**src/rtl/ped_crossing_scheduler.sv**
```systemverilog
// Car/pedestrian phase sequencer for the traffic-light controller. It latches crosswalk
// requests and serves one crosswalk per pedestrian cycle in round-robin order.
module ped_crossing_scheduler #(
  parameter int unsigned GREEN_MIN = 8,
  parameter int unsigned YELLOW_T  = 3,
  parameter int unsigned ALLRED_T  = 1,
  parameter int unsigned WALK_T    = 6,
  parameter int unsigned FLASH_T   = 4
) (
  input  logic       clk,
  input  logic       rst_n,
  input  logic       tick_1hz,
  input  logic       run,
  input  logic [3:0] req_pulse,
  output logic [2:0] phase,
  output logic [3:0] sec_left,
  output logic [3:0] walk_grant,
  output logic [3:0] pending,
  output logic       phase_start
);

  typedef enum logic [2:0] {
    StCarGreen  = 3'd0,
    StCarYellow = 3'd1,
    StAllRed1   = 3'd2,
    StPedWalk   = 3'd3,
    StPedFlash  = 3'd4,
    StAllRed2   = 3'd5
  } phase_e;

  localparam logic [3:0] GreenDur  = 4'(GREEN_MIN);
  localparam logic [3:0] YellowDur = 4'(YELLOW_T);
  localparam logic [3:0] AllRedDur = 4'(ALLRED_T);
  localparam logic [3:0] WalkDur   = 4'(WALK_T);
  localparam logic [3:0] FlashDur  = 4'(FLASH_T);

  phase_e     phase_q, phase_d;
  logic [3:0] sec_left_q, sec_left_d;
  logic [3:0] walk_grant_q, walk_grant_d;
  logic [3:0] pending_q, pending_d;
  logic [1:0] ptr_q, ptr_d;
  logic       phase_start_q, phase_start_d;

  phase_e     next_phase;
  logic       can_exit;
  logic       illegal;
  logic [3:0] req_mask;
  logic       win_found;
  logic [1:0] win_idx;
  logic [1:0] search_idx;

  function automatic logic [3:0] dur_of(input phase_e p);
    logic [3:0] d;
    case (p)
      StCarGreen:  d = GreenDur;
      StCarYellow: d = YellowDur;
      StAllRed1:   d = AllRedDur;
      StPedWalk:   d = WalkDur;
      StPedFlash:  d = FlashDur;
      StAllRed2:   d = AllRedDur;
      default:     d = GreenDur;
    endcase
    return d;
  endfunction

  // Round-robin search starting just after the last served crosswalk.
  always_comb begin
    win_found  = 1'b0;
    win_idx    = ptr_q;
    search_idx = ptr_q;
    for (int k = 1; k <= 4; k++) begin
      search_idx = ptr_q + 2'(k);
      if (!win_found && pending_q[search_idx]) begin
        win_found = 1'b1;
        win_idx   = search_idx;
      end
    end
  end

  always_comb begin
    next_phase = phase_q;
    can_exit   = 1'b1;
    illegal    = 1'b0;
    case (phase_q)
      StCarGreen: begin
        next_phase = StCarYellow;
        can_exit   = (pending_q != 4'b0000);
      end
      StCarYellow: next_phase = StAllRed1;
      StAllRed1:   next_phase = StPedWalk;
      StPedWalk:   next_phase = StPedFlash;
      StPedFlash:  next_phase = StAllRed2;
      StAllRed2:   next_phase = StCarGreen;
      default: begin
        next_phase = StCarGreen;
        illegal    = 1'b1;
      end
    endcase
  end

  always_comb begin
    phase_d       = phase_q;
    sec_left_d    = sec_left_q;
    walk_grant_d  = walk_grant_q;
    ptr_d         = ptr_q;
    phase_start_d = 1'b0;

    // The crosswalk being walked is already served; its button is ignored until flashing.
    req_mask  = (phase_q == StPedWalk) ? walk_grant_q : 4'b0000;
    pending_d = pending_q | (req_pulse & ~req_mask);

    if (illegal) begin
      phase_d       = StCarGreen;
      sec_left_d    = GreenDur;
      walk_grant_d  = 4'b0000;
      phase_start_d = 1'b1;
    end else if (run) begin
      if (sec_left_q == 4'd0 && can_exit) begin
        phase_d       = next_phase;
        sec_left_d    = dur_of(next_phase);
        phase_start_d = 1'b1;
        if (next_phase == StPedWalk) begin
          walk_grant_d = 4'b0000;
          if (win_found) begin
            walk_grant_d[win_idx] = 1'b1;
            pending_d[win_idx]    = 1'b0;
            ptr_d                 = win_idx;
          end
        end else if (next_phase == StAllRed2) begin
          walk_grant_d = 4'b0000;
        end
      end else if (tick_1hz && sec_left_q != 4'd0) begin
        sec_left_d = sec_left_q - 4'd1;
      end
    end
  end

  always_ff @(posedge clk or negedge rst_n) begin
    if (!rst_n) begin
      phase_q       <= StCarGreen;
      sec_left_q    <= GreenDur;
      walk_grant_q  <= 4'b0000;
      pending_q     <= 4'b0000;
      ptr_q         <= 2'd3;
      phase_start_q <= 1'b0;
    end else begin
      phase_q       <= phase_d;
      sec_left_q    <= sec_left_d;
      walk_grant_q  <= walk_grant_d;
      pending_q     <= pending_d;
      ptr_q         <= ptr_d;
      phase_start_q <= phase_start_d;
    end
  end

  assign phase       = phase_q;
  assign sec_left    = sec_left_q;
  assign walk_grant  = walk_grant_q;
  assign pending     = pending_q;
  assign phase_start = phase_start_q;

endmodule

```
**config.mk**
```make
export PLATFORM = sky130hd
export DESIGN_NAME = ped_crossing_scheduler
export DESIGN_NICKNAME = d
export VERILOG_FILES = /design/src/rtl/ped_crossing_scheduler.sv
export SDC_FILE = /design/constraint.sdc
export NUM_CORES = 1
export LEC_CHECK = 0
export ABC_AREA = 1
export BUFFER_PORTS_ARGS = -buffer_cell sky130_fd_sc_hd__buf_4
export CAP_MARGIN = 25
export CORE_UTILIZATION = 58
export CTS_CLUSTER_DIAMETER = 40
export CTS_CLUSTER_SIZE = 14
export DETAILED_ROUTE_END_ITERATION = 8
export PLACE_DENSITY = 0.88
export SYNTH_ARGS = -nofsm -noshare
export SYNTH_HDL_FRONTEND = slang
export SYNTH_SLANG_ARGS = --single-unit
```
**constraint.sdc**
```tcl
create_clock -name clk -period 2.91 [get_ports clk]
set_clock_uncertainty 0.2 [all_clocks]
set_input_delay 0.291 -clock clk [delete_from_list [all_inputs] [get_ports clk]]
set_output_delay 0.291 -clock clk [all_outputs]
set_load 0.01 [all_outputs]
```
==> metrics, run 1 <==
RePlAce Congestion=0.938; Initial Util=62.8%; IO buf count=23; worst-path maximum fanout=8; synthesis-to-finish area growth=19.1%; HP Start=req_pulse[1]; RSZ-0062 raised after global routing=false; Rel. slew slack=71.9%; logic gate share of total power=63.4%; Syn Area/Cell=7.32 um2; Yosys cell types=27; grt ovf=0; slowest cell delay on critical path=0.41 ns; most common cell after layout, fill and taps aside=nand2_1; met1 global-route usage=36.5%; HP Class=in -> reg; num rows=16; most used routing layer in global routing=met2; core area=1980 um2; Die W=48.3 um; pin count of the biggest net entering global routing=19; Routed Antenna Nets=0; H-tree Lvls=1; post-synth net total=180; Iter 0 DRT Violations=49; DIE AREA=2330 um2; met3 GRT Util=4.40%; CP Data Arrival Time=2.07 ns; layout net count=207; commonest cells after routing, fill and taps aside=nand2_1, buf_4, nand3_1, inv_1, dfrtp_1; clock buffer depth=2; CTS tree=yes; fmax=0.485 GHz; Chip Height=48.3 um; power per standard cell area=1180 nW/um2; DR vias/cell=5.55; DRC Markers=0; sequential power share=27.4%; HPWL Detailed=2230 um; crit-path most repeated cell=nor2_1; Setup crit start=sec_left[0]; Sum Neg Setup Slack=0 ns; highest-delay cell along the critical path=dfrtp_1; synthesized area=1240 um2; routed len/inst=13.2 um; status=finished clean; static leakage=0.806 nW; total CTS buffers=3; sequential-to-total area share from yosys stat=36.5%; Slew @ Worst Pin=0.421 ns; drt pass-1 iters=4; Final Max Slew Viols=0; crit start category=register; Max IR drop VDD=0.711 mV; CP endpoint kind=register; share of cells above drive strength 1=28.6%; Routed Wire Length=2940 um; clock root buffer=clkbuf_4; Critical Path, Cell by Cell=inv_1, ha_1, nand3_1, inv_1, nand3_2, nor2_1, nand2_2, nor2_1, nor2_1; Clock Latency Late Sink=0.30 ns; total track usage=28.1%; Syn Inst Count=170; CTS sink count=18; synth top area cells=dfrtp_1, nand2_1, nand3_1, nand2_2, dfstp_2; reg2reg start=sec_left[0]; Final Critical Period=2.06 ns; Clk pwr share=9.2%; Final setup viols=0; Internal=0.838 mW; Clk pin slew, worst setup/hold paths=0.11 ns; initial antenna violation count=0; total power=1.75 mW; ANT cells=0; worst endpoint required time=2.92 ns; grt met2 use=43.9%; I/O pins=24; sw frac=52.1%; max cap viols=0; sw power=0.912 mW; Vias=1237; #FFs+latches synth=18; area leader, netlist=dfrtp_1; Synthesis Warnings=0; Post-CTS Resized=0; vias in the first global route=1162; crit path kind=reg -> reg; period utilisation layout=70.8%; share of the synthesized area in the top cell type=30.2%; final hold vios=0; global-route wire length before repair=5080 um
==> registers in the layout, indices dropped and copies added, names as in the netlist <==
register / cells
phase_start: 1
pending: 4
phase: 3
walk_grant: 4
ptr_q: 2
sec_left: 4
==> area by class of cell <==
class / instances / area [um2]
multi-input cells: 131 / 696
fillers: 158 / 500
flip-flops and latches: 18 / 454
repair buffers: 24 / 183
inverters: 19 / 78.8
clock buffers: 4 / 36.3
well taps: 27 / 33.8
==> worst paths after layout <==
check / cells after the start / to / slack [ns]
worst max-delay path: 9 / pending[1] / 0.85
worst min-delay path: 3 / pending[1] / 0.03
worst max register to register: 9 / pending[1] / 0.85
worst min register to register: 2 / sec_left[3] / 0.35
max in group asynchronous: 2 / sec_left[3] / 2.08
min in group asynchronous: 2 / pending[1] / 0.18
==> power groups by stage <==
| stage | sequential, mW | combinational [mW] | clock [mW] |
|---|---|---|---|
| floorplan | 0.478 | 0.808 | 0 |
| global placement | 0.476 | 1.05 | 0 |
| detailed placement | 0.481 | 1.08 | 0 |
| CTS | 0.479 | 1.10 | 0.164 |
| global route | 0.496 | 1.24 | 0.175 |
| finish | 0.480 | 1.11 | 0.161 |
==> kinds of logic after synthesis <==
logic type / share of synthesized area, %
XOR/XNOR: 1.41
AO/OA/AOI/OAI: 7.55
buffers and inverters: 7.55
adder cells (fa/ha/maj): 2.01
AND/OR/NAND/NOR: 45.0
flip-flops: 36.5
==> worst max-delay path: cells and delay by family, from the launching register on <==
kind          cells  cell delay, ns
simple gates      6            0.88
flops             1            0.41
fa+ha+maj         1            0.16
buf+inv           2            0.30
==> metal layers <==
layer,vias up,share of wire [%]
met5,-,0
li1,601,-
met4,0,3.4
met3,11,7.1
met2,60,47
met1,565,43
==> cell usage after synthesis (all sizes together) <==
| cell type | count |
|---|---|
| o22ai | 1 |
| nand2 | 67 |
| nand3 | 19 |
| o21ai | 9 |
| inv | 19 |
| a21oi | 7 |
| nand4 | 5 |
| dfstp | 3 |
| o211ai | 1 |
| dfrtp | 15 |
| nor2 | 15 |
| ha | 2 |
| nand3b | 2 |
| xnor2 | 1 |
| xor2 | 1 |
| buf | 1 |
| clkbuf | 1 |
| nor4 | 1 |
==> stage by stage <==
step | setup WS, ns | util [%] | instances | cell area (um2) | hold WS (ns)
after global placement | 1.02 | 72.4 | 218 | 1440 | -0.0337
after CTS | 0.874 | 74.7 | 223 | 1480 | 0.0363
final | 0.849 | 74.7 | 223 | 1480 | 0.0348
after global routing | 0.737 | 74.7 | 223 | 1480 | 0.0370
after floorplan | 1.13 | - | 170 | 1240 | -0.205
after detailed placement | 0.936 | 72.4 | 218 | 1440 | -0.0301
==> what timing repair did <==
action / 4_1_cts / 5_1_grt
hold buffers: 1 / 0
hold endpoints to repair: 18 / 0
setup buffers: 0 / 0
Power figures use the tool's default switching activity.
==> run 2: changes to the inputs <==
- CORE_UTILIZATION: 58 -> 49
- PLACE_DENSITY: 0.88 -> 0.8
- clock period: 2.91 -> 1.66 ns (I/O delays scaled with it)
==> metrics, run 2 (synthesis gave the netlist of run 1 again) <==
status=finished, violations left (was finished clean); failing checks=negative setup slack; crit-path most repeated cell=nand2_4 (was nor2_1); Final Max Slew Viols=0 (unchanged); Critical Path, Cell by Cell=buf_12, inv_8, nand2_2, nand2_4, nand2_4, nand2_4, nor2_8, nand2_4, nand2_2, nand2_8, buf_4, nand3_2, nand2_1, inv_1 (was inv_1, ha_1, nand3_1, inv_1, nand3_2, nor2_1, nand2_2, nor2_1, nor2_1); clock root buffer=clkbuf_4 (unchanged); max cap viols=0 (unchanged); total power=4.47 mW (was 1.75 mW); HPWL Detailed=2640 um (was 2230 um); routed len/inst=17.7 um (was 13.2 um); DR vias/cell=5.91 (was 5.55); drt pass-1 iters=5 (was 4); global-route wire length before repair=6740 um (was 5080 um); final instance area=2060 um2 (was 1480 um2); Initial Util=54.1% (was 62.8%); Routed Antenna Nets=0 (unchanged); RePlAce Congestion=0.876 (was 0.938); Chip Height=52.4 um (was 48.3 um); worst endpoint required time=1.70 ns (was 2.92 ns); fmax=0.477 GHz (was 0.485 GHz); share of cells above drive strength 1=53.3% (was 28.6%); static leakage=1.09 nW (was 0.806 nW); Clk pin slew, worst setup/hold paths=0.11 ns (about the same); core area=2300 um2 (was 1980 um2); total CTS buffers=3 (unchanged); clock buffer depth=2 (unchanged); H-tree Lvls=1 (unchanged); synthesis-to-finish area growth=65.5% (was 19.1%); IO buf count=23 (unchanged); Final setup viols=17 (was 0); CP endpoint kind=register (unchanged); final hold vios=0 (unchanged); total track usage=34.4% (was 28.1%); worst-path maximum fanout=7 (was 8); CTS tree=yes (unchanged); I/O pins=24 (unchanged); CTS sink count=18 (unchanged); Clock Latency Late Sink=0.31 ns (was 0.30 ns); period utilisation layout=126% (was 70.8%); vias in the first global route=1423 (was 1162); Bufs and invs on worst path=4 (was 2); highest-delay cell along the critical path=dfstp_2 (was dfrtp_1); Vias=1595 (was 1237); Max IR drop VDD=2.04 mV (was 0.711 mV); num rows=17 (was 16); RSZ-0062 raised after global routing=true (was false); ANT cells=0 (unchanged); HP Class=in -> async (was in -> reg); initial antenna violation count=0 (unchanged); layout net count=253 (was 207); slowest cell delay on critical path=0.59 ns (was 0.41 ns); Worst Setup Slack, final=-0.438 ns (was 0.849 ns); grt ovf=0 (unchanged); Routed Wire Length=4790 um (was 2940 um); Iter 0 DRT Violations=99 (was 49); power per standard cell area=2170 nW/um2 (was 1180 nW/um2); Die W=52.4 um (was 48.3 um); crit path kind=reg -> reg (unchanged); crit start category=register (unchanged); commonest cells after routing, fill and taps aside=buf_4, nand2_1, nand2_2, dfrtp_1, inv_1 (was nand2_1, buf_4, nand3_1, inv_1, dfrtp_1); DRC Markers=0 (unchanged); CP top delay family=simple AND/OR/NAND/NOR gates (unchanged); Rel. slew slack=69.3% (was 71.9%); most common cell after layout, fill and taps aside=buf_4 (was nand2_1); pin count of the biggest net entering global routing=19 (unchanged); Slew @ Worst Pin=0.459 ns (was 0.421 ns); Final Critical Period=2.10 ns (was 2.06 ns); DIE AREA=2740 um2 (was 2330 um2); CP Data Arrival Time=2.14 ns (was 2.07 ns); Cell Area, Placed=1720 um2 (was 1440 um2)
## run 2: report_power, final
part	leakage, nW	switching (mW)	internal, mW
logic	0.861	1.97	1.42
registers	0.210	0.167	0.630
clock network	0.0210	0.149	0.134
total	1.09	2.29	2.18
## run 2: path summary, 6_finish.rpt
| path | start | end | slack, ns | cells past startpoint |
|---|---|---|---|---|
| worst max-delay path | ptr_q[0] | pending[2] | -0.44 | 14 |
| worst max register to register | ptr_q[0] | pending[2] | -0.44 | 14 |
| max in group asynchronous | rst_n | ptr_q[0] | 0.93 | 2 |
| worst min register to register | walk_grant[2] | walk_grant[2] | 0.39 | 2 |
| worst min-delay path | rst_n | sec_left[0] | 0.05 | 2 |
| min in group clk | tick_1hz | sec_left[3] | 0.07 | 4 |
## run 2: final cells by class
class,instances,area (um2)
well taps,28,35.0
multi-input cells,131,891
inverters,19,78.8
fillers,99,239
repair buffers,70,562
clock buffers,4,36.3
flip-flops and latches,18,455
## run 2: timing repair
item / CTS / global route
endpoints found under the hold margin: 22 / 0
setup endpoints to repair: 17 / 17
cloned: 0 / 0
gates resized for setup: 24 / 24
hold buffers: 5 / 0
setup buffers: 3 / 5
pin swaps: 7 / 5
## run 2: routing by layer
layer	up-vias	global-route usage, %	share of wire (%)
met5	-	0	0
met4	0	19.3	4.6
met3	34	5.80	6.7
met2	106	57.2	52
met1	756	41.6	37
li1	699	-	-
## run 2: stage by stage
stage	util, %	hold WS, ns	setup TNS, ns	worst slack (ns)	cells
after detailed placement	75.1	-0.150	-2.68	-0.265	253
after floorplan	-	-0.330	-0.651	-0.110	170
final	89.6	0.0542	-3.51	-0.438	270
after global routing	89.6	0.0732	-4.60	-0.499	270
after CTS	83.9	0.0610	-2.41	-0.244	265
after global placement	75.1	-0.155	-1.63	-0.189	253
## run 2: worst reg2reg max path, cell delays in order, from the launching register on
cell	delay, ns
dfstp_2	0.59
buf_12	0.13
inv_8	0.04
nand2_2	0.06
nand2_4	0.06
nand2_4	0.10
nand2_4	0.09
nor2_8	0.15
nand2_4	0.07
nand2_2	0.13
nand2_8	0.09
buf_4	0.15
nand3_2	0.06
nand2_1	0.06
inv_1	0.07
==> run 3: changes to the inputs <==
--- a/constraint.sdc
+++ b/constraint.sdc
@@ -3,3 +3,3 @@
 set_input_delay 0.166 -clock clk [delete_from_list [all_inputs] [get_ports clk]]
 set_output_delay 0.166 -clock clk [all_outputs]
-set_load 0.01 [all_outputs]
+set_load 0.05 [all_outputs]
==> metrics, run 3 (synthesis gave the netlist of run 1 again) <==
crit path kind=reg -> reg (unchanged); max cap viols=0 (unchanged); static leakage=1.07 nW (was 1.09 nW); RePlAce Congestion=0.835 (was 0.876); worst endpoint required time=1.66 ns (was 1.70 ns); I/O pins=24 (unchanged); crit start category=register (unchanged); Worst Setup Slack, final=-0.386 ns (was -0.438 ns); Critical Path, Cell by Cell=nand2_1, nand3_1, nand2_2, nor2_8, nand2_4, nand2_4, nand3_4, inv_2, nand3_1, nand2_1, inv_1 (was buf_12, inv_8, nand2_2, nand2_4, nand2_4, nand2_4, nor2_8, nand2_4, nand2_2, nand2_8, buf_4, nand3_2, nand2_1, inv_1); slowest cell delay on critical path=0.68 ns (was 0.59 ns); share of cells above drive strength 1=55.7% (was 53.3%); Die W=52.4 um (unchanged); Final setup viols=18 (was 17); clock buffer depth=2 (unchanged); Vias=1558 (was 1595); Max IR drop VDD=1.93 mV (was 2.04 mV); total CTS buffers=3 (unchanged); CP Data Arrival Time=2.05 ns (was 2.14 ns); num rows=17 (unchanged); IO buf count=23 (unchanged); area occupied by multi-input gates=898 um2 (was 891 um2); HPWL Detailed=2610 um (was 2640 um); drt pass-1 iters=4 (was 5); Routed Antenna Nets=0 (unchanged); pin count of the biggest net entering global routing=19 (unchanged); power per standard cell area=2290 nW/um2 (was 2170 nW/um2); failing checks=negative setup slack (unchanged); commonest cells after routing, fill and taps aside=buf_4, nand2_1, nand2_4 (was buf_4, nand2_1, nand2_2, dfrtp_1, inv_1); final instance area=2030 um2 (was 2060 um2); DR vias/cell=5.92 (was 5.91); Final Max Slew Viols=0 (unchanged); DRC Markers=0 (unchanged); DIE AREA=2740 um2 (unchanged); H-tree Lvls=1 (unchanged); Iter 0 DRT Violations=46 (was 99); clock root buffer=clkbuf_4 (unchanged); initial antenna violation count=0 (unchanged); grt ovf=0 (unchanged); total track usage=32.4% (was 34.4%); Clock Latency Late Sink=0.30 ns (was 0.31 ns); global-route wire length before repair=6470 um (was 6740 um); synthesis-to-finish area growth=62.9% (was 65.5%); Slew @ Worst Pin=0.436 ns (was 0.459 ns); final cell count without fillers=263 (was 270); highest-delay cell along the critical path=dfstp_2 (unchanged); status=finished, violations left (unchanged); final hold vios=0 (unchanged); CTS tree=yes (unchanged); fmax=0.489 GHz (was 0.477 GHz); period utilisation layout=123% (was 126%); post-layout util=88.2% (was 89.6%); Routed Wire Length=4650 um (was 4790 um); Reg area=467 um2 (was 455 um2); Chip Height=52.4 um (unchanged); vias in the first global route=1440 (was 1423); RSZ-0062 raised after global routing=true (unchanged); Cells after DPL=246 (was 253); ANT cells=0 (unchanged); Placement Setup Slack=-0.261 ns (was -0.265 ns); most common cell after layout, fill and taps aside=buf_4 (unchanged); Initial Util=54.1% (unchanged); HP Class=in -> async (unchanged); Rel. slew slack=70.9% (was 69.3%); Clk pin slew, worst setup/hold paths=0.11 ns (about the same); # fillers=100 (was 99); Final Critical Period=2.05 ns (was 2.10 ns); CTS sink count=18 (unchanged); layout net count=246 (was 253); core area=2300 um2 (unchanged); routed len/inst=17.7 um (about the same); Cell Area, Placed=1720 um2 (about the same); worst-path maximum fanout=8 (was 7); CP endpoint kind=register (unchanged)
-- run 3: repair_timing --
item | CTS | global route
pin swaps | 4 | 3
gates cloned | 0 | 0
setup buffers | 5 | 3
setup endpoints to repair | 17 | 18
hold endpoints to repair | 22 | 0
resized for setup | 30 | 10
hold buffers | 5 | 0
-- run 3: critical path: cells and delay by family (launching register included) --
family,cells,cell delay (ns)
buf+inv,2,0.12
simple gates,9,0.94
flops,1,0.68
-- run 3: area by class of cell --
type | count | share of cell area [%]
tap | 28 | 1.73
inverter | 19 | 4.01
clock buffer | 4 | 1.79
timing repair buffer | 63 | 25.1
multi-input combinational | 131 | 44.3
sequential | 18 | 23.0
-- run 3: path summary, 6_finish.rpt --
| path | cells after the start | startpoint | slack, ns | end |
|---|---|---|---|---|
| worst min register to register | 2 | walk_grant[0] | 0.37 | walk_grant[0] |
| worst min-delay path | 2 | rst_n | 0.07 | walk_grant[1] |
| max in group asynchronous | 2 | rst_n | 0.92 | ptr_q[1] |
| worst max-delay path | 11 | ptr_q[0] | -0.39 | pending[2] |
| min in group clk | 5 | run | 0.20 | sec_left[3] |
| worst max register to register | 11 | ptr_q[0] | -0.39 | pending[2] |
-- run 3: per-stage QoR --
| step | setup TNS (ns) | hold WS (ns) | power, mW |
|---|---|---|---|
| 2_1_floorplan | -0.680 | -0.330 | 2.81 |
| 3_3_place_gp | -1.47 | -0.157 | 3.58 |
| 3_5_place_dp | -2.30 | -0.152 | 3.69 |
| 4_1_cts | -2.51 | 0.0689 | 4.32 |
| 5_1_grt | -5.15 | 0.110 | 4.85 |
| 6_report | -4.12 | 0.0731 | 4.64 |
-- run 3: metal layers --
layer,wire length (um),vias up,GRT usage (%)
met4,274,0,9.65
met3,337,46,4.06
met2,2350,106,60.8
met5,0,-,0
met1,1690,723,37.8
li1,-,683,-
-- run 3: where the power goes --
| part | switching, mW | internal (mW) |
|---|---|---|
| combinational | 2.24 | 1.27 |
| sequential | 0.204 | 0.645 |
| clock | 0.144 | 0.134 |
